==> src/rtl/moving_avg_filter_if.sv <==
// Stream bundle for moving_avg_filter: sample input, averaged output, flush and primed status.
// The master side feeds samples and consumes results; the slave side is the filter.
interface moving_avg_filter_if #(
  parameter int WIDTH    = 24,
  parameter int CHANNELS = 2
);
  logic                      clear;
  logic                      in_valid;
  logic                      in_ready;
  logic [CHANNELS*WIDTH-1:0] in_data;
  logic                      out_valid;
  logic                      out_ready;
  logic [CHANNELS*WIDTH-1:0] out_data;
  logic                      primed;

  modport master (
    output clear, in_valid, in_data, out_ready,
    input  in_ready, out_valid, out_data, primed
  );

  modport slave (
    input  clear, in_valid, in_data, out_ready,
    output in_ready, out_valid, out_data, primed
  );
endinterface

==> src/rtl/moving_avg_filter.sv <==
// Multi-channel boxcar filter using a running sum over the last 2**LOG2_DEPTH samples.
// Define MOVING_AVG_ROUND_EN for round-half-up output with saturation; otherwise the output is floored.
module moving_avg_filter #(
  parameter int WIDTH      = 24,
  parameter int LOG2_DEPTH = 3,
  parameter int CHANNELS   = 2
) (
  input logic             clk,
  input logic             reset,
  moving_avg_filter_if.slave bus
);
  localparam int DEPTH = 1 << LOG2_DEPTH;
  localparam int SW    = WIDTH + LOG2_DEPTH;

  logic signed [WIDTH-1:0] hist     [CHANNELS][DEPTH];
  logic signed [SW-1:0]    sum      [CHANNELS];
  logic signed [SW-1:0]    sum_next [CHANNELS];
  logic signed [WIDTH-1:0] avg      [CHANNELS];
  logic [LOG2_DEPTH-1:0]   ptr;
  logic [LOG2_DEPTH:0]     fill_cnt;
  logic                    accept;

  assign bus.in_ready = (!bus.out_valid || bus.out_ready) && !bus.clear;
  assign accept       = bus.in_valid && bus.in_ready;

`ifdef MOVING_AVG_ROUND_EN
  localparam int HALF = 1 << (LOG2_DEPTH - 1);
  localparam logic signed [WIDTH-1:0] MAXV = {1'b0, {(WIDTH-1){1'b1}}};
  logic signed [SW:0] rounded [CHANNELS];
`endif

  // The sum window never exceeds DEPTH full-scale samples, so SW bits cannot overflow.
  always_comb begin
    for (int c = 0; c < CHANNELS; c++) begin
      sum_next[c] = sum[c] + SW'($signed(bus.in_data[c*WIDTH +: WIDTH])) - SW'(hist[c][ptr]);
`ifdef MOVING_AVG_ROUND_EN
      rounded[c] = ((SW+1)'(sum_next[c]) + (SW+1)'(HALF)) >>> LOG2_DEPTH;
      avg[c]     = (rounded[c] > (SW+1)'(MAXV)) ? MAXV : WIDTH'(rounded[c]);
`else
      avg[c]     = WIDTH'(sum_next[c] >>> LOG2_DEPTH);
`endif
    end
  end

  always_ff @(posedge clk or posedge reset) begin
    if (reset) begin
      for (int c = 0; c < CHANNELS; c++) begin
        sum[c] <= '0;
        for (int d = 0; d < DEPTH; d++) hist[c][d] <= '0;
      end
      ptr           <= '0;
      fill_cnt      <= '0;
      bus.out_valid <= 1'b0;
      bus.out_data  <= '0;
      bus.primed    <= 1'b0;
    end else if (bus.clear) begin
      for (int c = 0; c < CHANNELS; c++) begin
        sum[c] <= '0;
        for (int d = 0; d < DEPTH; d++) hist[c][d] <= '0;
      end
      ptr           <= '0;
      fill_cnt      <= '0;
      bus.out_valid <= 1'b0;
      bus.primed    <= 1'b0;
    end else if (accept) begin
      for (int c = 0; c < CHANNELS; c++) begin
        sum[c]                          <= sum_next[c];
        hist[c][ptr]                    <= $signed(bus.in_data[c*WIDTH +: WIDTH]);
        bus.out_data[c*WIDTH +: WIDTH]  <= avg[c];
      end
      ptr           <= ptr + 1'b1;
      bus.out_valid <= 1'b1;
      // primed rises together with the output of the DEPTH-th accepted sample.
      if (fill_cnt != (LOG2_DEPTH+1)'(DEPTH)) fill_cnt <= fill_cnt + 1'b1;
      if (fill_cnt >= (LOG2_DEPTH+1)'(DEPTH - 1)) bus.primed <= 1'b1;
    end else if (bus.out_valid && bus.out_ready) begin
      bus.out_valid <= 1'b0;
    end
  end
endmodule

==> src/flat_wrapper.sv <==
// flat-port wrapper written by rule: the top's interface ports become plain ports
module moving_avg_filter_flat 
#(
  parameter int WIDTH      = 24,
  parameter int LOG2_DEPTH = 3,
  parameter int CHANNELS   = 2
)
  (clk, reset, bus_clear, bus_in_valid, bus_in_data, bus_out_ready, bus_in_ready, bus_out_valid, bus_out_data, bus_primed);
  moving_avg_filter_if #(.WIDTH(WIDTH), .CHANNELS(CHANNELS)) bus_i ();
  input logic clk;
  input logic reset;
  input wire logic [$bits(bus_i.clear)-1:0] bus_clear;
  input wire logic [$bits(bus_i.in_valid)-1:0] bus_in_valid;
  input wire logic [$bits(bus_i.in_data)-1:0] bus_in_data;
  input wire logic [$bits(bus_i.out_ready)-1:0] bus_out_ready;
  output wire logic [$bits(bus_i.in_ready)-1:0] bus_in_ready;
  output wire logic [$bits(bus_i.out_valid)-1:0] bus_out_valid;
  output wire logic [$bits(bus_i.out_data)-1:0] bus_out_data;
  output wire logic [$bits(bus_i.primed)-1:0] bus_primed;
  assign bus_i.clear = bus_clear;
  assign bus_i.in_valid = bus_in_valid;
  assign bus_i.in_data = bus_in_data;
  assign bus_i.out_ready = bus_out_ready;
  assign bus_in_ready = bus_i.in_ready;
  assign bus_out_valid = bus_i.out_valid;
  assign bus_out_data = bus_i.out_data;
  assign bus_primed = bus_i.primed;
  moving_avg_filter #(.WIDTH(WIDTH), .LOG2_DEPTH(LOG2_DEPTH), .CHANNELS(CHANNELS)) u_core (.clk(clk), .reset(reset), .bus(bus_i));
endmodule
==> config.mk <==
export PLATFORM = sky130hd
export DESIGN_NAME = moving_avg_filter_flat
export DESIGN_NICKNAME = d
export VERILOG_FILES = /design/src/rtl/moving_avg_filter_if.sv /design/src/rtl/moving_avg_filter.sv /design/src/flat_wrapper.sv
export SDC_FILE = /design/constraint.sdc
export NUM_CORES = 1
export LEC_CHECK = 0
export ABC_CLOCK_PERIOD_IN_PS = 30700
export CORE_ASPECT_RATIO = 1.5
export CORE_UTILIZATION = 39
export DETAILED_ROUTE_END_ITERATION = 10
export HOLD_SLACK_MARGIN = 0.03
export SETUP_SLACK_MARGIN = 0.3
export SLEW_MARGIN = 20
export SYNTH_ARGS = -nofsm -noshare
export SYNTH_HDL_FRONTEND = slang
export SYNTH_SLANG_ARGS = --single-unit
==> constraint.sdc <==
create_clock -name clk -period 30.7 [get_ports clk]
set_input_delay 6.14 -clock clk [delete_from_list [all_inputs] [get_ports clk]]
set_output_delay 6.14 -clock clk [all_outputs]
set_load 0.03 [all_outputs]
======== Yosys cells after proc, flatten, opt, wreduce, memory -nomap -nowiden ========
Index checks and enable logic that the tools add are counted.
word-level totals
  register bits after elaboration ......... 495
  output and inout bits ................... 51
  word-level logic and storage cells ...... 74
cells by class
  $add $sub $neg .......................... 6
  $lt $le $gt $ge ......................... 3
  equal/unequal tests ..................... 1
  multiplexer cells ....................... 25
  bitwise operators ....................... 2
  reduce and logical (&&, ||, !) cells .... 14
operators by type and width
  kind                 number
  $mux 384             2
  $bwmux 192           2
  $bmux 24 s3          2
  $mux 24              5
  $mux 54              2
  $demux 24 s3         1
  $add 27x24->27       2
  $sub 27x24->27       2
  $mux 4               3
  $mux 1               6
  $mux 3               2
  $reduce_and 2->1     3
  $reduce_bool 2->1    3
  $add 4x1->4 const B  1
  $ge 4x3->1 const B   1
  $ge 4x4->1 const B   1
  $logic_and 1x1->1    4
  $lt 4x1->1 const B   1
  $ne 4x4->1 const B   1
  $not 3->4            1
  $add 3x1->3 const B  1
  $reduce_bool 3->1    1
  $logic_not 1->1      2
  $logic_or 1x1->1     1
  $not 1->1            1

======== Depth between registers and ports, before layout ========
Gate-level depths: netlist of the first run.
  depth in word-level cells ............... 8
  gate-level depth with buffers ........... 19
  depth with buffers taken out ............ 16

======== Worst setup path before layout of the first run ========
OpenSTA, ideal clock, no wires.
  kind .................................... in2out
  start point ............................. in bus_clear
  end point ............................... out bus_in_ready
  arrival ................................. 7119 ps
  slack ................................... 17441 ps
  cell stages on the path ................. 4
  cell sequence ........................... clkbuf_1 clkbuf_1 clkbuf_1 nor2_1
between the ends
  longest elaborated chain between the ends .. 2
RTL lines
  item               RTL line                 source
  from (decl)        flat_wrapper.sv:12       input wire logic [$bits(bus_i.clear)-1:0] bus_clear;
  $logic_not 1->1    moving_avg_filter.sv:23  assign bus.in_ready = (!bus.out_valid || bus.out_ready) && !bus.clear;
  $logic_and 1x1->1  moving_avg_filter.sv:23
  to (decl)          flat_wrapper.sv:16       output wire logic [$bits(bus_i.in_ready)-1:0] bus_in_ready;
No other way between the ends.

======== Worst setup path after layout of the first run ========
  start point ............................. in bus_out_ready
  end point ............................... out bus_in_ready
between the ends
  longest elaborated chain between the ends .. 2
RTL lines
  item               RTL line                 source
  from (decl)        flat_wrapper.sv:15       input wire logic [$bits(bus_i.out_ready)-1:0] bus_out_ready;
  $logic_or 1x1->1   moving_avg_filter.sv:23
  $logic_and 1x1->1  moving_avg_filter.sv:23
No other way between the ends.

==> results of run 1 <==
[kinds of logic after synthesis]
kind of cell | after synthesis
AOI/OAI and AO/OA | 819
xor gates and xnor gates | 41
adders and majority gates | 111
buffers and inverters | 459
DFF | 495
muxes | 11
and+or+nand+nor | 1167
[registers in the layout, indices dropped and copies added, names as in the netlist]
| register | count |
|---|---|
| u_core.bus.out_data | 48 |
| u_core.bus.primed | 1 |
| u_core.bus.out_valid | 1 |
| u_core.ptr | 3 |
| u_core.fill_cnt | 4 |
| u_core.hist | 384 |
| u_core.sum | 54 |
[per-stage QoR]
stage / util [%] / cells / power (W)
CTS: 44.3 / 3937 / 0.00222
finish: 44.4 / 3937 / 0.00221
detailed placement: 41.9 / 3848 / 0.00159
global placement: 41.9 / 3848 / 0.00158
floorplan: - / 3103 / 0.00133
global route: 44.4 / 3937 / 0.00233
[layout make-up]
class / instances / area (um^2) / share of cell area, %
Sequential cell: 495 / 12400 / 42.4
Multi-Input combinational cell: 2149 / 12100 / 41.4
Clock buffer: 74 / 1440 / 4.93
Timing Repair Buffer: 125 / 1230 / 4.22
Tap cell: 877 / 1100 / 3.75
Inverter: 202 / 766 / 2.62
Clock inverter: 15 / 190 / 0.651
[Yosys cell counts, types with 5 or more instances]
master and instances:
a211o_1 6, a211oi_1 15, a21o_1 37, a21oi_1 470, a221oi_1 5, a22o_1 7, a22oi_1 185, a31oi_1 6
and3_1 16, buf_1 12, clkbuf_1 238, dfrtp_1 495, fa_1 52, ha_1 59, inv_1 202, mux2i_1 5
nand2_1 973, nand3_1 21, nand4_1 51, nor2_1 50, nor2b_1 7, nor3_1 12, o211ai_1 7, o21a_1 6
o21ai_0 33, o21ai_1 6, o21bai_1 12, or3_1 7, xnor2_1 26, xor2_1 14
[path summary, 6_finish.rpt]
path | start | to | slack (ps)
min in group asynchronous | reset | u_core.hist[87]$_DFFE_PP0P_ | 6090
setup reg to reg | u_core.ptr[2]$_DFFE_PP0P_ | u_core.bus.out_data[47]$_DFFE_PP0P_ | 24970
hold reg to reg | u_core.bus.out_data[45]$_DFFE_PP0P_ | u_core.bus.out_data[45]$_DFFE_PP0P_ | 480
hold / removal | u_core.bus.out_data[45]$_DFFE_PP0P_ | u_core.bus.out_data[45]$_DFFE_PP0P_ | 480
max in group asynchronous | reset | u_core.hist[302]$_DFFE_PP0P_ | 20900
setup / recovery | bus_out_ready | bus_in_ready | 17120
[power by group]
group	internal (W)	switching (W)	leakage [nW]	total, W
registers	0.000713	0.0000354	6.78	0.000749
logic	0.000305	0.000533	5.07	0.000838
clock network	0.000357	0.000265	0.795	0.000622
[layer usage]
metal	up-vias	part of all wire, %	wire, um
met3	203	8.2	7030
li1	10100	-	-
met2	1022	48	41200
met5	-	0.078	67
met4	10	3.7	3170
met1	11000	40	34600
==> impl_metrics.csv, run 1 <==
group,metric,value,unit
status,run_status,"finished, final reports clean",
final_layout,layout.cells.most_common,"nand2_1",
yosys,synth-edff-count,0,
worst_setup_path,arrival,7440,ps
sta,setup-violations-final,0,
yosys,synth.area.top_cells,"dfrtp_1, nand2_1, a21oi_1, a22oi_1, fa_1",
worst_setup_path,cp_num_buf_inv,2,
die,die_h,319,um
power,cellPowerDensity,75.6,nW/um^2
yosys,ys_warn_count,0,
yosys,main_combinational_cell_family_by_area_after_synthesis,"compound AO/OA/AOI/OAI gates",
die,floorplan.die.width,213,um
placement,total_placed_instance_area,27600,um^2
yosys,synth_xor_area_share,1.43,%
sta,count_of_final_max_slew_check_failures,0,
worst_setup_path,worstPathCellList,"clkdlybuf4s50_1 > nor2b_1 > nor2_1 > clkdlybuf4s50_1",
sta,max_clock_freq,73.7,MHz
final_layout,final_cell_mix,"nand2_1, dfrtp_1, a21oi_1",
hold_path,class_of_the_most_critical_hold_timing_path,"flop to flop",
yosys,synth_fp_nets,3267,
die,std_cell_rows,115,
yosys,synth_flop_cell,"dfrtp_1",
worst_setup_path,r2r_cell_count,16,
routing,detailedRoute.firstPassIterationCount,6,
yosys,synth_simple_gate_area_share,18.2,%
clock_network,clockRootBuffer,"clkbuf_16",
routing,detail_route.drc_violations,0,
die,initial_core_utilization,39.6,%
yosys,yosys-mux-area-fraction,0.465,%
worst_setup_path,largest_stage_delay_worst_path,670,ps
yosys,synth_largest_type_area_fraction,47.5,%
yosys,ys_async_sr_fraction,100,%
final_layout,layout.cell_area.non_filler,29200,um^2
worst_setup_path,startpoint_type,"input port",
final_layout,num-fill-cells,6518,
yosys,yosysUniqueCellTypes,66,
sta,rsz0062_at_grt,"no",
routing,detailed_router_s_first_iteration_violation_count,2454,
sta,hold_slack,475,ps
worst_setup_path,path_depth,4,
routing,route.antenna.remaining_nets,0,
worst_setup_path,worst-setup-path-type,"input port to output pin",
sta,postLayoutSetupSlackWorst,17120,ps
global_routing,grt_use_met1,33.7,%
worst_setup_path,crit_path_frequent_cell,"clkdlybuf4s50_1",
clock_network,clock_insertion_delay_worst_skew,590,ps
global_routing,first_global_vias,22300,
die,core_area,65900,um^2
worst_setup_path,max_fo_critical_path,2,
sta,slew_headroom,12.8,%
sta,worst-slew-pin-transition,1310,ps
global_routing,global_route.usage.met2,42.1,%
clock_network,cts_hold_repair.buffers,0,
sta,post-route-min-period,13580,ps
power,total_leakage_power,12.6,nW
global_routing,overall_routing_resource_usage,25.7,%
sta,clock-skew-final,14.7,ps
clock_network,ctsResizeCount,0,
worst_setup_path,critical_path_required,24560,ps
global_routing,most_congested_layer_reported_by_global_routing,"met2",
routing,post_drt_wl_per_cell,21.9,um
worst_setup_path,end_kind,"output pin",
final_layout,area.growth.synth_to_final,12.1,%
clock_network,numCtsBuffers,48,
placement,pre_cts_slack,17130,ps
yosys,synth_sequential_area_ratio,47.5,%
yosys,cell_count_after_synthesis,3103,
placement,place.detailed.hpwl,47900,um
worst_setup_path,slowest_stage,"clkdlybuf4s50_1",
yosys,synth-seq-cells,495,
routing,wl,86100,um
clock_network,num_clock_sinks,495,
final_layout,design.final.nets,3185,
sta,final_min_period_over_clock_period,44.2,%
worst_setup_path,cp_top_family,"buffers and inverters",
yosys,synth_adder_area_share,6.82,%
placement,gp_congestion,0.894,
routing,vias_per_cell,5.68,
clock_network,cts_max_path_buffers,3,
hold_path,whs_path_depth,1,
yosys,synth_area_in_compound_gates,19.0,%
job,max_cap_viol_count,0,
global_routing,gr-usage-met3,4.26,%
placement,port-buffer-count,103,
routing,vias,22400,
clock_network,post_cts.repair.setup_buffers,0,
yosys,netlist.top_cell.by_area,"dfrtp_1",
yosys,netlist_area,26100,um^2
power,peakVddDrop,0.0437,mV
global_routing,pin_count_of_the_biggest_net_entering_global_routing,235,
final_layout,drive_above_1_share,4.67,%
global_routing,number_of_antenna_violations_at_the_first_check_in_global_routing,6,
die,die_area,67900,um^2
sta,sum_of_negative_setup_slack,0,ps
global_routing,grt_pass1_wl,134000,um
clock_network,worst_setup_hold_path_clk_slew,70,ps
final_layout,num_antenna_cells,0,
clock_network,cts_tree,"done",
yosys,synthesis.area_per_instance,8.40,um^2
clock_network,htree_levels,2,
sta,finalHoldViolations,0,
die,io-pin-count,104,
global_routing,grt-ovfl-total,0,
(Power assumes the default switching activity.)
==> run 2, diff against run 1 <==
- ABC_CLOCK_PERIOD_IN_PS: 30700 -> 13200
- clock period: 30.7 -> 13.2 ns (I/O delays scaled with it)
==> run 2 against run 1 <==
Effect of this change:
- worst hold slack got worse by 1.8 ps
- clock-buffer cell count decreased by 2
- design area increased by 0.13%
- register-to-register slack got worse by 17000 ps
- die area unchanged
- utilization increased by 0.059 points
- clock power increased by 130%
- final cell count increased by 0.25%
- global-route usage decreased by 0.48 points
- sequential share of layout area decreased by 0.056 points
- power increased by 130%
- combinational power increased by 130%
- critical path type unchanged
- highest routed layer unchanged
==> impl_metrics.csv, run 2 (synthesis results as in run 1) <==
group,metric,value,unit
power,peakVddDrop,0.108,mV
status,run_status,"finished, final reports clean",
power,cellPowerDensity,175,nW/um^2
global_routing,grt-ovfl-total,0,
clock_network,worst_setup_hold_path_clk_slew,60,ps
clock_network,ctsResizeCount,0,
die,die_h,319,um
power,total_leakage_power,12.7,nW
die,initial_core_utilization,39.6,%
final_layout,max_flop_register,"u_core.hist",
clock_network,cts_hold_repair.buffers,0,
final_layout,area.growth.synth_to_final,12.3,%
sta,worst-slew-pin-transition,1140,ps
worst_setup_path,largest_stage_delay_worst_path,680,ps
die,core_area,65900,um^2
final_layout,drive_above_1_share,4.95,%
routing,detail_route.drc_violations,0,
final_layout,layout.cell_area.non_filler,29300,um^2
sta,post-route-min-period,6580,ps
worst_setup_path,max_fo_critical_path,2,
sta,sum_of_negative_setup_slack,0,ps
final_layout,largest_reg_flops,384,
die,floorplan.die.width,213,um
hold_path,class_of_the_most_critical_hold_timing_path,"flop to flop",
worst_setup_path,slowest_stage,"clkdlybuf4s50_1",
routing,detailed_router_s_first_iteration_violation_count,2614,
sta,count_of_final_max_slew_check_failures,0,
worst_setup_path,arrival,3940,ps
placement,post-place-cells,3856,
global_routing,overall_routing_resource_usage,25.2,%
final_layout,largest_registers,"u_core.hist x384, u_core.sum x54, u_core.bus.out_data x48",
worst_setup_path,crit_path_frequent_cell,"clkdlybuf4s50_1",
clock_network,htree_levels,2,
die,std_cell_rows,115,
routing,vias_per_cell,5.72,
clock_network,cts_max_path_buffers,3,
placement,gp_congestion,0.925,
final_layout,design.final.nets,3196,
job,max_cap_viol_count,0,
routing,post_drt_wl_per_cell,21.6,um
sta,final_min_period_over_clock_period,49.8,%
placement,total_placed_instance_area,27600,um^2
die,io-pin-count,104,
sta,finalHoldViolations,0,
final_layout,final_cell_mix,"nand2_1, dfrtp_1, a21oi_1",
worst_setup_path,worst-setup-path-type,"input port to output pin",
clock_network,num_clock_sinks,495,
worst_setup_path,worstPathCellList,"clkdlybuf4s50_1 > nor2b_1 > nor2_1 > clkdlybuf4s50_1",
power,design_power_total,0.00511,W
worst_setup_path,end_kind,"output pin",
worst_setup_path,startpoint_type,"input port",
sta,max_clock_freq,152,MHz
sta,setup-violations-final,0,
sta,hold_slack,474,ps
sta,rsz0062_at_grt,"no",
clock_network,clockRootBuffer,"clkbuf_16",
final_layout,final-instance-count-excl-fill,3947,
sta,clock-skew-final,13.3,ps
worst_setup_path,cp_num_buf_inv,2,
routing,route.antenna.remaining_nets,0,
placement,place.detailed.hpwl,49400,um
clock_network,numCtsBuffers,48,
sta,slew_headroom,24.2,%
clock_network,clock_insertion_delay_worst_skew,590,ps
global_routing,number_of_antenna_violations_at_the_first_check_in_global_routing,3,
die,die_area,67900,um^2
routing,vias,22600,
global_routing,grt_pass1_wl,132000,um
worst_setup_path,critical_path_required,10560,ps
clock_network,cts_tree,"done",
clock_network,post_cts.repair.setup_buffers,0,
global_routing,pin_count_of_the_biggest_net_entering_global_routing,192,
worst_setup_path,cp_top_family,"buffers and inverters",
global_routing,first_global_vias,22400,
routing,wl,85400,um
final_layout,layout.cells.most_common,"nand2_1",
routing,detailedRoute.firstPassIterationCount,5,
placement,port-buffer-count,103,
==> run 2: cell count changes in the layout (fill, tap and decap cells not counted) <==
cell	before	now
diode_2	0	1
and3_4	8	5
clkbuf_8	12	10
bufinv_16	4	3
clkinv_2	6	9
nand2_2	2	4
buf_6	2	1
clkinvlp_4	3	2
inv_8	1	0
and3_2	0	3
buf_16	0	2
buf_4	18	28
nand2_4	8	6
==> run 2: final cells by class <==
type / instances / area [um^2]
repair buffers: 136 / 1350
fillers: 6475 / 36600
well taps: 877 / 1100
clock inverters: 15 / 160
clock buffers: 72 / 1410
flip-flops and latches: 495 / 12400
inverters: 202 / 762
multi-input cells: 2149 / 12100
diodes: 1 / 2.50
==> run 2: tightest hold or removal path, cell delays in order (launching register included) <==
cell and delay, ps:
dfrtp_1 340, nand2_1 50, nand2_1 50
==> run 2: per-stage QoR <==
step           setup WS (ps)  utilization [%]
2_1_floorplan           3850                -
3_3_place_gp            6320             41.9
3_5_place_dp            6310             41.9
4_1_cts                 6610             44.3
5_1_grt                 6560             44.4
6_report                6620             44.4
==> run 2: worst paths after layout <==
path	depth (start not counted)	to	slack (ps)	start
worst max-delay path	4	bus_in_ready	6620	bus_out_ready
worst max register to register	15	u_core.bus.out_data[47]$_DFFE_PP0P_	7720	u_core.ptr[2]$_DFFE_PP0P_
max in group asynchronous	5	u_core.hist[334]$_DFFE_PP0P_	8590	reset
worst min-delay path	2	u_core.bus.out_data[25]$_DFFE_PP0P_	470	u_core.bus.out_data[25]$_DFFE_PP0P_
min in group asynchronous	2	u_core.bus.out_data[4]$_DFFE_PP0P_	2510	reset
worst min register to register	2	u_core.bus.out_data[25]$_DFFE_PP0P_	470	u_core.bus.out_data[25]$_DFFE_PP0P_
==> run 2: per-layer routing <==
layer  vias up  GRT usage (%)  part of all wire, %
met5         -              0                0.048
met4         6           8.98                  3.3
met3       210           4.31                  8.0
met2       998           41.2                   48
met1     11200           33.4                   41
li1      10100              -                    -
==> run 2: power breakdown <==
group / switching, W / total (W) / leakage, nW / internal [W]
sequential: 0.0000837 / 0.00174 / 6.78 / 0.00166
combinational: 0.00124 / 0.00195 / 5.11 / 0.000712
clock: 0.000618 / 0.00142 / 0.778 / 0.000798
total: 0.00194 / 0.00511 / 12.7 / 0.00317
==> run 3, diff against run 2 <==
- ABC_CLOCK_PERIOD_IN_PS: 13200 -> 6900
- clock period: 13.2 -> 6.9 ns (I/O delays scaled with it)
==> run 3 against run 2 <==
Effect of this change:
- the run now ends with slew limit left
- first-iteration DRC count up 2.8%
- clock skew up 1.1 ps
- die area unchanged
- non-clock buffer count down 5
- register-to-register slack worse by 6200 ps
- largest cell class unchanged
==> impl_metrics.csv, run 3 (synthesis results as in run 1) <==
group,metric,value,unit
routing,vias_per_cell,5.70,
worst_setup_path,worstPathCellList,"and3_4 > a22o_1 > a221oi_1 > and3_1 > fa_1 > ha_1 > o21ai_0 > nor3_1 > o311ai_2 > a21oi_1 > nor4_1 > o21bai_1 > xor3_1 > mux2_2",
sta,max_clock_freq,187,MHz
routing,vias,22500,
routing,route.antenna.remaining_nets,0,
final_layout,largest_reg_flops,384,
placement,port-buffer-count,103,
final_layout,max_flop_register,"u_core.hist",
final_layout,layout.cell_area.non_filler,29400,um^2
final_layout,largest_registers,"u_core.hist x384, u_core.sum x54, u_core.bus.out_data x48",
placement,post-place-cells,3854,
sta,slew_headroom,-6.02,%
job,max_cap_viol_count,0,
clock_network,numCtsBuffers,47,
clock_network,cts_max_path_buffers,3,
worst_setup_path,setup.reg_to_reg.worst_slack,1560,ps
clock_network,cts_hold_repair.buffers,0,
power,design_power_total,0.0100,W
global_routing,pin_count_of_the_biggest_net_entering_global_routing,247,
global_routing,grt_pass1_wl,134000,um
worst_setup_path,largest_stage_delay_worst_path,990,ps
sta,setup-violations-final,0,
sta,finalHoldViolations,0,
final_layout,layout.cells.most_common,"nand2_1",
worst_setup_path,max_fo_critical_path,50,
sta,clock-skew-final,14.4,ps
power,power_frac_seq,33.2,%
worst_setup_path,startpoint_type,"flop",
clock_network,cts_tree,"done",
final_layout,design.final.nets,3190,
die,floorplan.die.width,213,um
power,power_switching,0.00378,W
routing,detailedRoute.firstPassIterationCount,5,
die,io-pin-count,104,
status,violations_in_the_final_reports,"slew limit",
routing,post_drt_wl_per_cell,22.0,um
clock_network,clockRootBuffer,"clkbuf_16",
clock_network,htree_levels,2,
die,core_area,65900,um^2
worst_setup_path,end_kind,"flop",
sta,rsz0062_at_grt,"no",
global_routing,number_of_antenna_violations_at_the_first_check_in_global_routing,4,
final_layout,area.growth.synth_to_final,12.6,%
sta,post-route-min-period,5340,ps
worst_setup_path,critical_path_required,7370,ps
global_routing,grt-ovfl-total,0,
die,initial_core_utilization,39.6,%
worst_setup_path,worst-setup-path-type,"flop to flop",
placement,gp_congestion,0.878,
power,cellInternalPower,0.00627,W
worst_setup_path,slowest_stage,"and3_4",
routing,detail_route.drc_violations,0,
routing,wl,86500,um
clock_network,clock_insertion_delay_worst_skew,590,ps
power,share_comb_of_total_power,37.8,%
clock_network,post_cts.repair.setup_buffers,0,
clock_network,num_clock_sinks,495,
clock_network,ctsResizeCount,0,
sta,worst-slew-pin-transition,1590,ps
sta,final_min_period_over_clock_period,77.4,%
power,clock_power_share,29.0,%
final_layout,final_cell_mix,"nand2_1, dfrtp_1, a21oi_1",
global_routing,overall_routing_resource_usage,25.8,%
routing,detailed_router_s_first_iteration_violation_count,2686,
worst_setup_path,arrival,5810,ps
power,total_leakage_power,12.7,nW
hold_path,class_of_the_most_critical_hold_timing_path,"flop to flop",
final_layout,drive_above_1_share,4.97,%
placement,total_placed_instance_area,27600,um^2
sta,count_of_final_max_slew_check_failures,97,
global_routing,first_global_vias,22800,
die,die_area,67900,um^2
placement,place.detailed.hpwl,49700,um
clock_network,worst_setup_hold_path_clk_slew,60,ps
power,cellPowerDensity,342,nW/um^2
power,power.share.switching,37.6,%
status,run_status,"complete, but fails checks",
final_layout,final-instance-count-excl-fill,3940,
power,peakVddDrop,0.194,mV
die,die_h,319,um
die,std_cell_rows,115,
-- run 3: power groups by stage --
| stage | registers [W] | logic, W | clock network (W) |
|---|---|---|---|
| final | 0.00334 | 0.00379 | 0.00292 |
| after CTS | 0.00334 | 0.00376 | 0.00295 |
| after floorplan | 0.00362 | 0.00228 | 0 |
| after global routing | 0.00337 | 0.00417 | 0.00306 |
| after detailed placement | 0.00339 | 0.00374 | 0 |
| after global placement | 0.00338 | 0.00369 | 0 |
-- run 3: worst max-delay path, delay by kind of cell, from the launching register on --
kind | cells | cell delay [ps]
compound gates | 6 | 1480
xor+xnor | 1 | 360
fa+ha+maj | 2 | 790
flops | 1 | 610
mux | 1 | 270
simple gates | 4 | 1700
-- run 3: final cells by class --
| type | count | area, um^2 |
|---|---|---|
| fill | 6489 | 36500 |
| sequential | 495 | 12400 |
| multi-input combinational | 2149 | 12100 |
| clock buffer | 63 | 1380 |
| timing repair buffer | 131 | 1280 |
| tap | 877 | 1100 |
| inverter | 202 | 762 |
| clock inverter | 20 | 338 |
| antenna | 3 | 7.51 |
-- run 3: path summary, 6_finish.rpt --
path / startpoint / endpoint / cells past startpoint
min: u_core.bus.out_data[25]$_DFFE_PP0P_ / u_core.bus.out_data[25]$_DFFE_PP0P_ / 2
max: u_core.ptr[2]$_DFFE_PP0P_ / u_core.bus.out_data[47]$_DFFE_PP0P_ / 14
max in group asynchronous: reset / u_core.hist[110]$_DFFE_PP0P_ / 3
min reg2reg: u_core.bus.out_data[25]$_DFFE_PP0P_ / u_core.bus.out_data[25]$_DFFE_PP0P_ / 2
min in group asynchronous: reset / u_core.bus.out_data[9]$_DFFE_PP0P_ / 2
max reg2reg: u_core.ptr[2]$_DFFE_PP0P_ / u_core.bus.out_data[47]$_DFFE_PP0P_ / 14
-- run 3: per-layer routing --
| metal | share of wire, % | GRT usage (%) |
|---|---|---|
| met1 | 39 | 32.6 |
| met2 | 49 | 43.3 |
| met3 | 7.8 | 4.46 |
| met4 | 3.8 | 10.1 |
| met5 | 0.031 | 0 |
-- run 3: per-stage QoR --
stage	worst slack, ps	hold slack, ps	util, %	TNS, ps
final	1560	473	44.6	0
after global routing	1390	496	44.5	0
after global placement	1310	459	41.9	0
after detailed placement	1320	463	41.9	0
after CTS	1660	479	44.5	0
after floorplan	-1190	446	-	-591300
